<file path="config.mk">
export PLATFORM = sky130hd
export DESIGN_NAME = dot_product_master_flat
export DESIGN_NICKNAME = d
export VERILOG_FILES = /design/src/rtl/dot_product_master_if.sv /design/src/rtl/dot_product_master.sv /design/src/flat_wrapper.sv
export SDC_FILE = /design/constraint.sdc
export NUM_CORES = 1
export LEC_CHECK = 0
export CELL_PAD_IN_SITES_DETAIL_PLACEMENT = 1
export CELL_PAD_IN_SITES_GLOBAL_PLACEMENT = 2
export CORE_ASPECT_RATIO = 0.75
export CORE_MARGIN = 2
export CORE_UTILIZATION = 39
export CTS_CLUSTER_DIAMETER = 200
export DETAILED_ROUTE_END_ITERATION = 16
export DONT_BUFFER_PORTS = 1
export PLACE_DENSITY = 0.9
export SKIP_LAST_GASP = 1
export SYNTH_ARGS = -nofsm -noshare
export SYNTH_HDL_FRONTEND = slang
export SYNTH_SLANG_ARGS = --single-unit
</file>
<file path="constraint.sdc">
create_clock -name clk -period 6.2 [get_ports clk]
set_input_delay 1.24 -clock clk [delete_from_list [all_inputs] [get_ports clk]]
set_output_delay 1.24 -clock clk [all_outputs]
set_load 0.01 [all_outputs]
</file>
<file path="src/rtl/dot_product_master_if.sv">
// Single-beat byte memory channel set between the dot-product initiator and its responder.
interface dot_product_master_if #(
  parameter int unsigned ADDR_WIDTH = 32,
  parameter int unsigned DATA_WIDTH = 8
);
  logic [ADDR_WIDTH-1:0] awaddr;
  logic                  awvalid;
  logic                  awready;
  logic [DATA_WIDTH-1:0] wdata;
  logic                  wvalid;
  logic                  wready;
  logic                  bvalid;
  logic                  bready;
  logic [ADDR_WIDTH-1:0] araddr;
  logic                  arvalid;
  logic                  arready;
  logic [DATA_WIDTH-1:0] rdata;
  logic                  rvalid;
  logic                  rready;

  modport master (
    output awaddr, awvalid, input awready,
    output wdata, wvalid, input wready,
    input bvalid, output bready,
    output araddr, arvalid, input arready,
    input rdata, rvalid, output rready
  );

  modport slave (
    input awaddr, awvalid, output awready,
    input wdata, wvalid, output wready,
    output bvalid, input bready,
    input araddr, arvalid, output arready,
    output rdata, rvalid, input rready
  );
endinterface

</file>
<file path="src/rtl/dot_product_master.sv">
// Reads two byte vectors, multiply-accumulates them, and writes the result back LSB first.
// Define DOT_SIGNED_EN to treat the operand bytes as two's-complement (default: unsigned).
module dot_product_master #(
  parameter int unsigned ADDR_WIDTH = 32,
  parameter int unsigned DATA_WIDTH = 8,
  parameter int unsigned LEN_WIDTH  = 16,
  parameter int unsigned ACC_WIDTH  = 24
) (
  input  logic                  clk,
  input  logic                  rst_n,
  input  logic                  start,
  input  logic [LEN_WIDTH-1:0]  len,
  input  logic [ADDR_WIDTH-1:0] base_a,
  input  logic [ADDR_WIDTH-1:0] base_b,
  input  logic [ADDR_WIDTH-1:0] base_r,
  output logic                  busy,
  output logic                  done,
  output logic [ACC_WIDTH-1:0]  result,
  dot_product_master_if.master  mem
);
  localparam int unsigned NBYTES = ACC_WIDTH / 8;
  localparam int unsigned KW     = (NBYTES > 1) ? $clog2(NBYTES) : 1;
  localparam int unsigned PW     = 2 * DATA_WIDTH;
  localparam logic [KW-1:0] K_LAST = KW'(NBYTES - 1);

  typedef enum logic [3:0] {
    IDLE, RA_ADDR, RA_DATA, RB_ADDR, RB_DATA, MAC, W_ADDR, W_DATA, W_RESP, FINISH
  } state_t;

  state_t                state_q, state_d;
  logic [LEN_WIDTH-1:0]  len_q, len_d, index_q, index_d;
  logic [ADDR_WIDTH-1:0] ba_q, ba_d, bb_q, bb_d, br_q, br_d;
  logic [KW-1:0]         k_q, k_d;
  logic [ACC_WIDTH-1:0]  acc_q, acc_d, result_d;
  logic [DATA_WIDTH-1:0] a_q, a_d, b_q, b_d, wdata_q, wdata_d;
  logic [ADDR_WIDTH-1:0] araddr_q, araddr_d, awaddr_q, awaddr_d;
  logic arvalid_q, arvalid_d, rready_q, rready_d;
  logic awvalid_q, awvalid_d, wvalid_q, wvalid_d, bready_q, bready_d;
  logic busy_d, done_d;
  logic [PW-1:0]         prod;
  logic [ACC_WIDTH-1:0]  prod_ext;

  // Product extension into the accumulator width depends on operand signedness
`ifdef DOT_SIGNED_EN
  assign prod     = {{DATA_WIDTH{a_q[DATA_WIDTH-1]}}, a_q} * {{DATA_WIDTH{b_q[DATA_WIDTH-1]}}, b_q};
  assign prod_ext = {{(ACC_WIDTH-PW){prod[PW-1]}}, prod};
`else
  assign prod     = PW'(a_q) * PW'(b_q);
  assign prod_ext = ACC_WIDTH'(prod);
`endif

  assign mem.araddr  = araddr_q;
  assign mem.arvalid = arvalid_q;
  assign mem.rready  = rready_q;
  assign mem.awaddr  = awaddr_q;
  assign mem.awvalid = awvalid_q;
  assign mem.wdata   = wdata_q;
  assign mem.wvalid  = wvalid_q;
  assign mem.bready  = bready_q;

  always_ff @(posedge clk or negedge rst_n) begin
    if (!rst_n) begin
      state_q   <= IDLE;
      len_q     <= '0;
      index_q   <= '0;
      ba_q      <= '0;
      bb_q      <= '0;
      br_q      <= '0;
      k_q       <= '0;
      acc_q     <= '0;
      a_q       <= '0;
      b_q       <= '0;
      araddr_q  <= '0;
      arvalid_q <= 1'b0;
      rready_q  <= 1'b0;
      awaddr_q  <= '0;
      awvalid_q <= 1'b0;
      wdata_q   <= '0;
      wvalid_q  <= 1'b0;
      bready_q  <= 1'b0;
      busy      <= 1'b0;
      done      <= 1'b0;
      result    <= '0;
    end else begin
      state_q   <= state_d;
      len_q     <= len_d;
      index_q   <= index_d;
      ba_q      <= ba_d;
      bb_q      <= bb_d;
      br_q      <= br_d;
      k_q       <= k_d;
      acc_q     <= acc_d;
      a_q       <= a_d;
      b_q       <= b_d;
      araddr_q  <= araddr_d;
      arvalid_q <= arvalid_d;
      rready_q  <= rready_d;
      awaddr_q  <= awaddr_d;
      awvalid_q <= awvalid_d;
      wdata_q   <= wdata_d;
      wvalid_q  <= wvalid_d;
      bready_q  <= bready_d;
      busy      <= busy_d;
      done      <= done_d;
      result    <= result_d;
    end
  end

  // Next-state and next-output logic; every channel control is registered
  always_comb begin
    state_d   = state_q;
    len_d     = len_q;
    index_d   = index_q;
    ba_d      = ba_q;
    bb_d      = bb_q;
    br_d      = br_q;
    k_d       = k_q;
    acc_d     = acc_q;
    a_d       = a_q;
    b_d       = b_q;
    araddr_d  = araddr_q;
    arvalid_d = arvalid_q;
    rready_d  = rready_q;
    awaddr_d  = awaddr_q;
    awvalid_d = awvalid_q;
    wdata_d   = wdata_q;
    wvalid_d  = wvalid_q;
    bready_d  = bready_q;
    busy_d    = busy;
    done_d    = 1'b0;
    result_d  = result;

    case (state_q)
      IDLE: begin
        if (start) begin
          len_d   = len;
          ba_d    = base_a;
          bb_d    = base_b;
          br_d    = base_r;
          acc_d   = '0;
          index_d = '0;
          k_d     = '0;
          busy_d  = 1'b1;
          if (len == '0) begin
            state_d   = W_ADDR;
            awvalid_d = 1'b1;
            awaddr_d  = base_r;
          end else begin
            state_d   = RA_ADDR;
            arvalid_d = 1'b1;
            araddr_d  = base_a;
          end
        end
      end
      RA_ADDR, RB_ADDR: begin
        if (arvalid_q && mem.arready) begin
          arvalid_d = 1'b0;
          rready_d  = 1'b1;
          state_d   = (state_q == RA_ADDR) ? RA_DATA : RB_DATA;
        end
      end
      RA_DATA: begin
        if (mem.rvalid && rready_q) begin
          a_d       = mem.rdata;
          rready_d  = 1'b0;
          arvalid_d = 1'b1;
          araddr_d  = bb_q + ADDR_WIDTH'(index_q);
          state_d   = RB_ADDR;
        end
      end
      RB_DATA: begin
        if (mem.rvalid && rready_q) begin
          b_d      = mem.rdata;
          rready_d = 1'b0;
          state_d  = MAC;
        end
      end
      MAC: begin
        acc_d   = acc_q + prod_ext;
        index_d = index_q + LEN_WIDTH'(1);
        if (index_d == len_q) begin
          state_d   = W_ADDR;
          k_d       = '0;
          awvalid_d = 1'b1;
          awaddr_d  = br_q;
        end else begin
          state_d   = RA_ADDR;
          arvalid_d = 1'b1;
          araddr_d  = ba_q + ADDR_WIDTH'(index_d);
        end
      end
      W_ADDR: begin
        if (awvalid_q && mem.awready) begin
          awvalid_d = 1'b0;
          wvalid_d  = 1'b1;
          wdata_d   = DATA_WIDTH'(acc_q >> {k_q, 3'b000});
          state_d   = W_DATA;
        end
      end
      W_DATA: begin
        if (wvalid_q && mem.wready) begin
          wvalid_d = 1'b0;
          bready_d = 1'b1;
          state_d  = W_RESP;
        end
      end
      W_RESP: begin
        if (mem.bvalid && bready_q) begin
          bready_d = 1'b0;
          if (k_q == K_LAST) begin
            state_d  = FINISH;
            result_d = acc_q;
            done_d   = 1'b1;
            busy_d   = 1'b0;
          end else begin
            k_d       = k_q + KW'(1);
            awvalid_d = 1'b1;
            awaddr_d  = br_q + ADDR_WIDTH'(k_d);
            state_d   = W_ADDR;
          end
        end
      end
      FINISH:  state_d = IDLE;
      default: state_d = IDLE;
    endcase
  end
endmodule

</file>
<file path="src/flat_wrapper.sv">
// flat-port wrapper written by rule: the top's interface ports become plain ports
module dot_product_master_flat 
#(
  parameter int unsigned ADDR_WIDTH = 32,
  parameter int unsigned DATA_WIDTH = 8,
  parameter int unsigned LEN_WIDTH  = 16,
  parameter int unsigned ACC_WIDTH  = 24
)
  (clk, rst_n, start, len, base_a, base_b, base_r, busy, done, result, mem_awaddr, mem_awvalid, mem_awready, mem_wdata, mem_wvalid, mem_wready, mem_bvalid, mem_bready, mem_araddr, mem_arvalid, mem_arready, mem_rdata, mem_rvalid, mem_rready);
  dot_product_master_if #(.ADDR_WIDTH(ADDR_WIDTH), .DATA_WIDTH(DATA_WIDTH)) mem_i ();
  input  logic clk;
  input  logic rst_n;
  input  logic start;
  input  logic [LEN_WIDTH-1:0] len;
  input  logic [ADDR_WIDTH-1:0] base_a;
  input  logic [ADDR_WIDTH-1:0] base_b;
  input  logic [ADDR_WIDTH-1:0] base_r;
  output logic busy;
  output logic done;
  output logic [ACC_WIDTH-1:0] result;
  output wire logic [$bits(mem_i.awaddr)-1:0] mem_awaddr;
  output wire logic [$bits(mem_i.awvalid)-1:0] mem_awvalid;
  input wire logic [$bits(mem_i.awready)-1:0] mem_awready;
  output wire logic [$bits(mem_i.wdata)-1:0] mem_wdata;
  output wire logic [$bits(mem_i.wvalid)-1:0] mem_wvalid;
  input wire logic [$bits(mem_i.wready)-1:0] mem_wready;
  input wire logic [$bits(mem_i.bvalid)-1:0] mem_bvalid;
  output wire logic [$bits(mem_i.bready)-1:0] mem_bready;
  output wire logic [$bits(mem_i.araddr)-1:0] mem_araddr;
  output wire logic [$bits(mem_i.arvalid)-1:0] mem_arvalid;
  input wire logic [$bits(mem_i.arready)-1:0] mem_arready;
  input wire logic [$bits(mem_i.rdata)-1:0] mem_rdata;
  input wire logic [$bits(mem_i.rvalid)-1:0] mem_rvalid;
  output wire logic [$bits(mem_i.rready)-1:0] mem_rready;
  assign mem_awaddr = mem_i.awaddr;
  assign mem_awvalid = mem_i.awvalid;
  assign mem_i.awready = mem_awready;
  assign mem_wdata = mem_i.wdata;
  assign mem_wvalid = mem_i.wvalid;
  assign mem_i.wready = mem_wready;
  assign mem_i.bvalid = mem_bvalid;
  assign mem_bready = mem_i.bready;
  assign mem_araddr = mem_i.araddr;
  assign mem_arvalid = mem_i.arvalid;
  assign mem_i.arready = mem_arready;
  assign mem_i.rdata = mem_rdata;
  assign mem_i.rvalid = mem_rvalid;
  assign mem_rready = mem_i.rready;
  dot_product_master #(.ADDR_WIDTH(ADDR_WIDTH), .DATA_WIDTH(DATA_WIDTH), .LEN_WIDTH(LEN_WIDTH), .ACC_WIDTH(ACC_WIDTH)) u_core (.clk(clk), .rst_n(rst_n), .start(start), .len(len), .base_a(base_a), .base_b(base_b), .base_r(base_r), .busy(busy), .done(done), .result(result), .mem(mem_i));
endmodule
</file>
==> flow_summary.yaml <==
placement:
  placed_cell_area_mm2: 0.0187
  gp_congestion: 0.892
  hpwl_um: 43700
  port_buffers: 0
clocking:
  cts_resized: 0
  cts_tree: "done"
  clock_sinks: 277
  clkTransAtPathRegs_ns: 0.06
  root_buffer: "clkbuf_16"
  worst_skew_pair.late_latency_ns: 0.55
  h-tree-depth: 2
  post_cts_buffers: 0
  ctsHoldBuffers: 0
  cts_buffers: 34
  cts_max_path_buffers: 3
power:
  power_w: 0.0112
  p_int_w: 0.00609
  peakVddDrop_mv: 0.469
  power_density_mw_per_mm2: 560
  p_leak_nw: 9.29
  p_sw_w: 0.00506
  seqPwrFrac: 0.312
  netSwitchingFraction: 0.454
  clkPwrFrac: 0.192
  p_comb_frac: 0.496
synth:
  async_reset_ff_frac: 1.00
  syn-cell-area_mm2: 0.0182
  synth_area_leaders: "dfrtp_1 38%, nand2_1 11%, fa_1 5.8%"
  synth-seq-cells: 277
  ys_warn_count: 0
  synth_top_area_cell: "dfrtp_1"
  synth_edf_count: 0
  ys_seq_area_frac: 0.380
  post-synth-top-count-cell: "nand2_1"
  synth_cell_types: 73
  synth_top_area_frac: 0.380
  syn_area_per_cell_um2: 8.64
  ys_top_cells_by_count: "551 x nand2_1, 277 x dfrtp_1, 129 x inv_1, 129 x o21ai_0, 83 x nor2_1"
  ys.flop_type: "dfrtp_1"
  synth_nets: 2368
  syn_inst: 2110
detailed_routing:
  final_antenna_net_count: 0
  dr.pass1.iters: 5
  num_vias: 15600
  wirelength_um: 60800
  drc: 0
  viasPerCell: 5.77
  wl_per_cell_um: 22.5
  first_iter_violations: 1047
final_layout:
  regArea_mm2: 0.00693
  n_antenna_cell: 0
  multiInputGateArea_mm2: 0.0104
  fillerInstances: 5386
  nets: 2314
  stdcell_area_mm2: 0.0199
  drive_above_1_share: 0.0693
  synthToLayoutAreaGrowth_pct: 9.21
global_route:
  grt_first_pass_wirelength_um: 94500
  gr-total-overflow: 0
  grt_start_max_net_pins: 278
  grt_pass1_vias: 16200
  antenna_found_initial: 1
  grtUsageTotal: 0.251
floorplanning:
  row_count: 68
  core_mm2: 0.0461
  start_util: 0.395
  die_h_um: 191
  die_x_um: 254
  dieArea_mm2: 0.0485
  io_pins: 231
min_path:
  min_path_type: "in2async"
setup_path:
  cp_common_cell: "fa_1"
  crit_path_end_kind: "register"
  cp_slowest_cell: "fa_1"
  crit_path_cell_trace: "nand2_1 > fa_1 > fa_1 > inv_1 > fa_1 > inv_1 > fa_1 > inv_1 > ha_1 > nand3_1 > o211ai_1 > or4_1 > a31oi_1 > o21ai_0 > a211oi_1 > o311ai_0 > o41ai_1"
  critPathLaunchType: "register"
  required_ns: 6.63
  critical_path_class: "reg2reg"
  cp.arrival_ns: 6.07
  cp_max_fo: 9
  max_stage_delay_ns: 0.55
outcome:
  status: "completed"
timing:
  skew_ns: 0.0208
  fin_crit_sh: 0.910
  hold_viol_final: 0
  tightestPinTransition_ns: 1.22
  setup_tns_ns: 0
  setup_viol: 0
  rsz0062_at_grt: "false"
  fmax_mhz: 177
  report.final.slew_viol_count: 0
  fin_crit_ns: 5.64
  slew_headroom: 0.178
run:
  cap_violations: 0
==> final timing paths <==
path / from / to / slack, ns / cells past startpoint
min in group clk: u_core.bb_q[3] / u_core.bb_q[3] / 0.48 / 2
min reg2reg: u_core.bb_q[3] / u_core.bb_q[3] / 0.48 / 2
max in group asynchronous: rst_n / u_core.br_q[5] / 5.34 / 0
max reg2reg: u_core.b_q[6] / u_core.acc_q[18] / 0.56 / 17
max: u_core.b_q[6] / u_core.acc_q[18] / 0.56 / 17
min: rst_n / u_core.bb_q[26] / 0.39 / 0
==> area by class of cell <==
type,count,area share
multi-input cells,1598,0.523
inverters,129,0.0243
well taps,630,0.0396
clock inverters,9,0.00603
repair buffers,16,0.00603
clock buffers,48,0.0531
flip-flops and latches,277,0.348
==> sequential cells by signal, indices dropped and copies added, names as in the netlist, 2 cells and up <==
register	flops
u_core.b_q	8
u_core.br_q	32
u_core.bb_q	32
u_core.mem.araddr	32
u_core.mem.awaddr	32
u_core.ba_q	32
u_core.state_q	4
u_core.acc_q	24
u_core.mem.wdata	8
u_core.result	24
u_core.a_q	8
u_core.index_q	16
u_core.k_q	2
u_core.len_q	16
==> logic make-up (layout without fill, tap and decap cells) <==
logic type	after synthesis	count (layout)	share of synthesized area
AOI/OAI and AO/OA	401	401	0.145
xor gates and xnor gates	77	77	0.0370
adders and majority gates	130	130	0.111
buffers and inverters	235	202	0.0508
DFF	277	277	0.380
muxes	91	91	0.0546
and+or+nand+nor	899	899	0.221
==> through the flow <==
stage,utilization,std cells,worst slack [ns],hold WS (ns)
after floorplan,-,2110,1.29,0.452
after global placement,0.406,2650,0.857,0.475
after detailed placement,0.406,2650,0.640,0.478
after CTS,0.432,2707,0.606,0.362
after global routing,0.432,2707,0.252,0.361
final,0.432,2707,0.559,0.388
==> layout by cell type (no fill, tap or decap), drive strengths merged, types with 11 or more instances in the layout <==
master  instances
ha             77
nor3           27
nor4           19
and2           45
nor2           84
nor2b          11
nand4          16
o31ai          13
nand3          66
nand2b         11
o21ai         131
xor2           28
a21o           18
nand2         551
nor3b          11
mux2i          23
clkbuf         48
xnor2          49
buf            16
inv           129
a21oi          78
dfrtp         277
o211ai         12
fa             53
mux2           68
and3           24
o21a           11
a221o          24
a31oi          21
==> power groups by stage <==
stage	registers, W	clock network, W	logic, W
final	0.00348	0.00214	0.00553
after global routing	0.00358	0.00226	0.00625
after CTS	0.00347	0.00219	0.00556
after detailed placement	0.00349	0	0.00549
after global placement	0.00345	0	0.00525
after floorplan	0.00312	0	0.00417
==> critical path, delay by kind of cell, from the launching register on <==
| kind | cells | cell delay [ns] |
|---|---|---|
| compound gates | 6 | 1.55 |
| buf+inv | 3 | 0.18 |
| flops | 1 | 0.50 |
| fa+ha+maj | 5 | 2.54 |
| simple gates | 3 | 0.75 |
==> layer usage <==
metal / vias up / share of wire / GRT usage
li1: 7148 / - / -
met1: 7971 / 0.47 / 0.358
met2: 425 / 0.43 / 0.377
met3: 73 / 0.075 / 0.0654
met4: 2 / 0.021 / 0.0649
met5: - / 0.00021 / 0
Power figures use the tool's default switching activity.
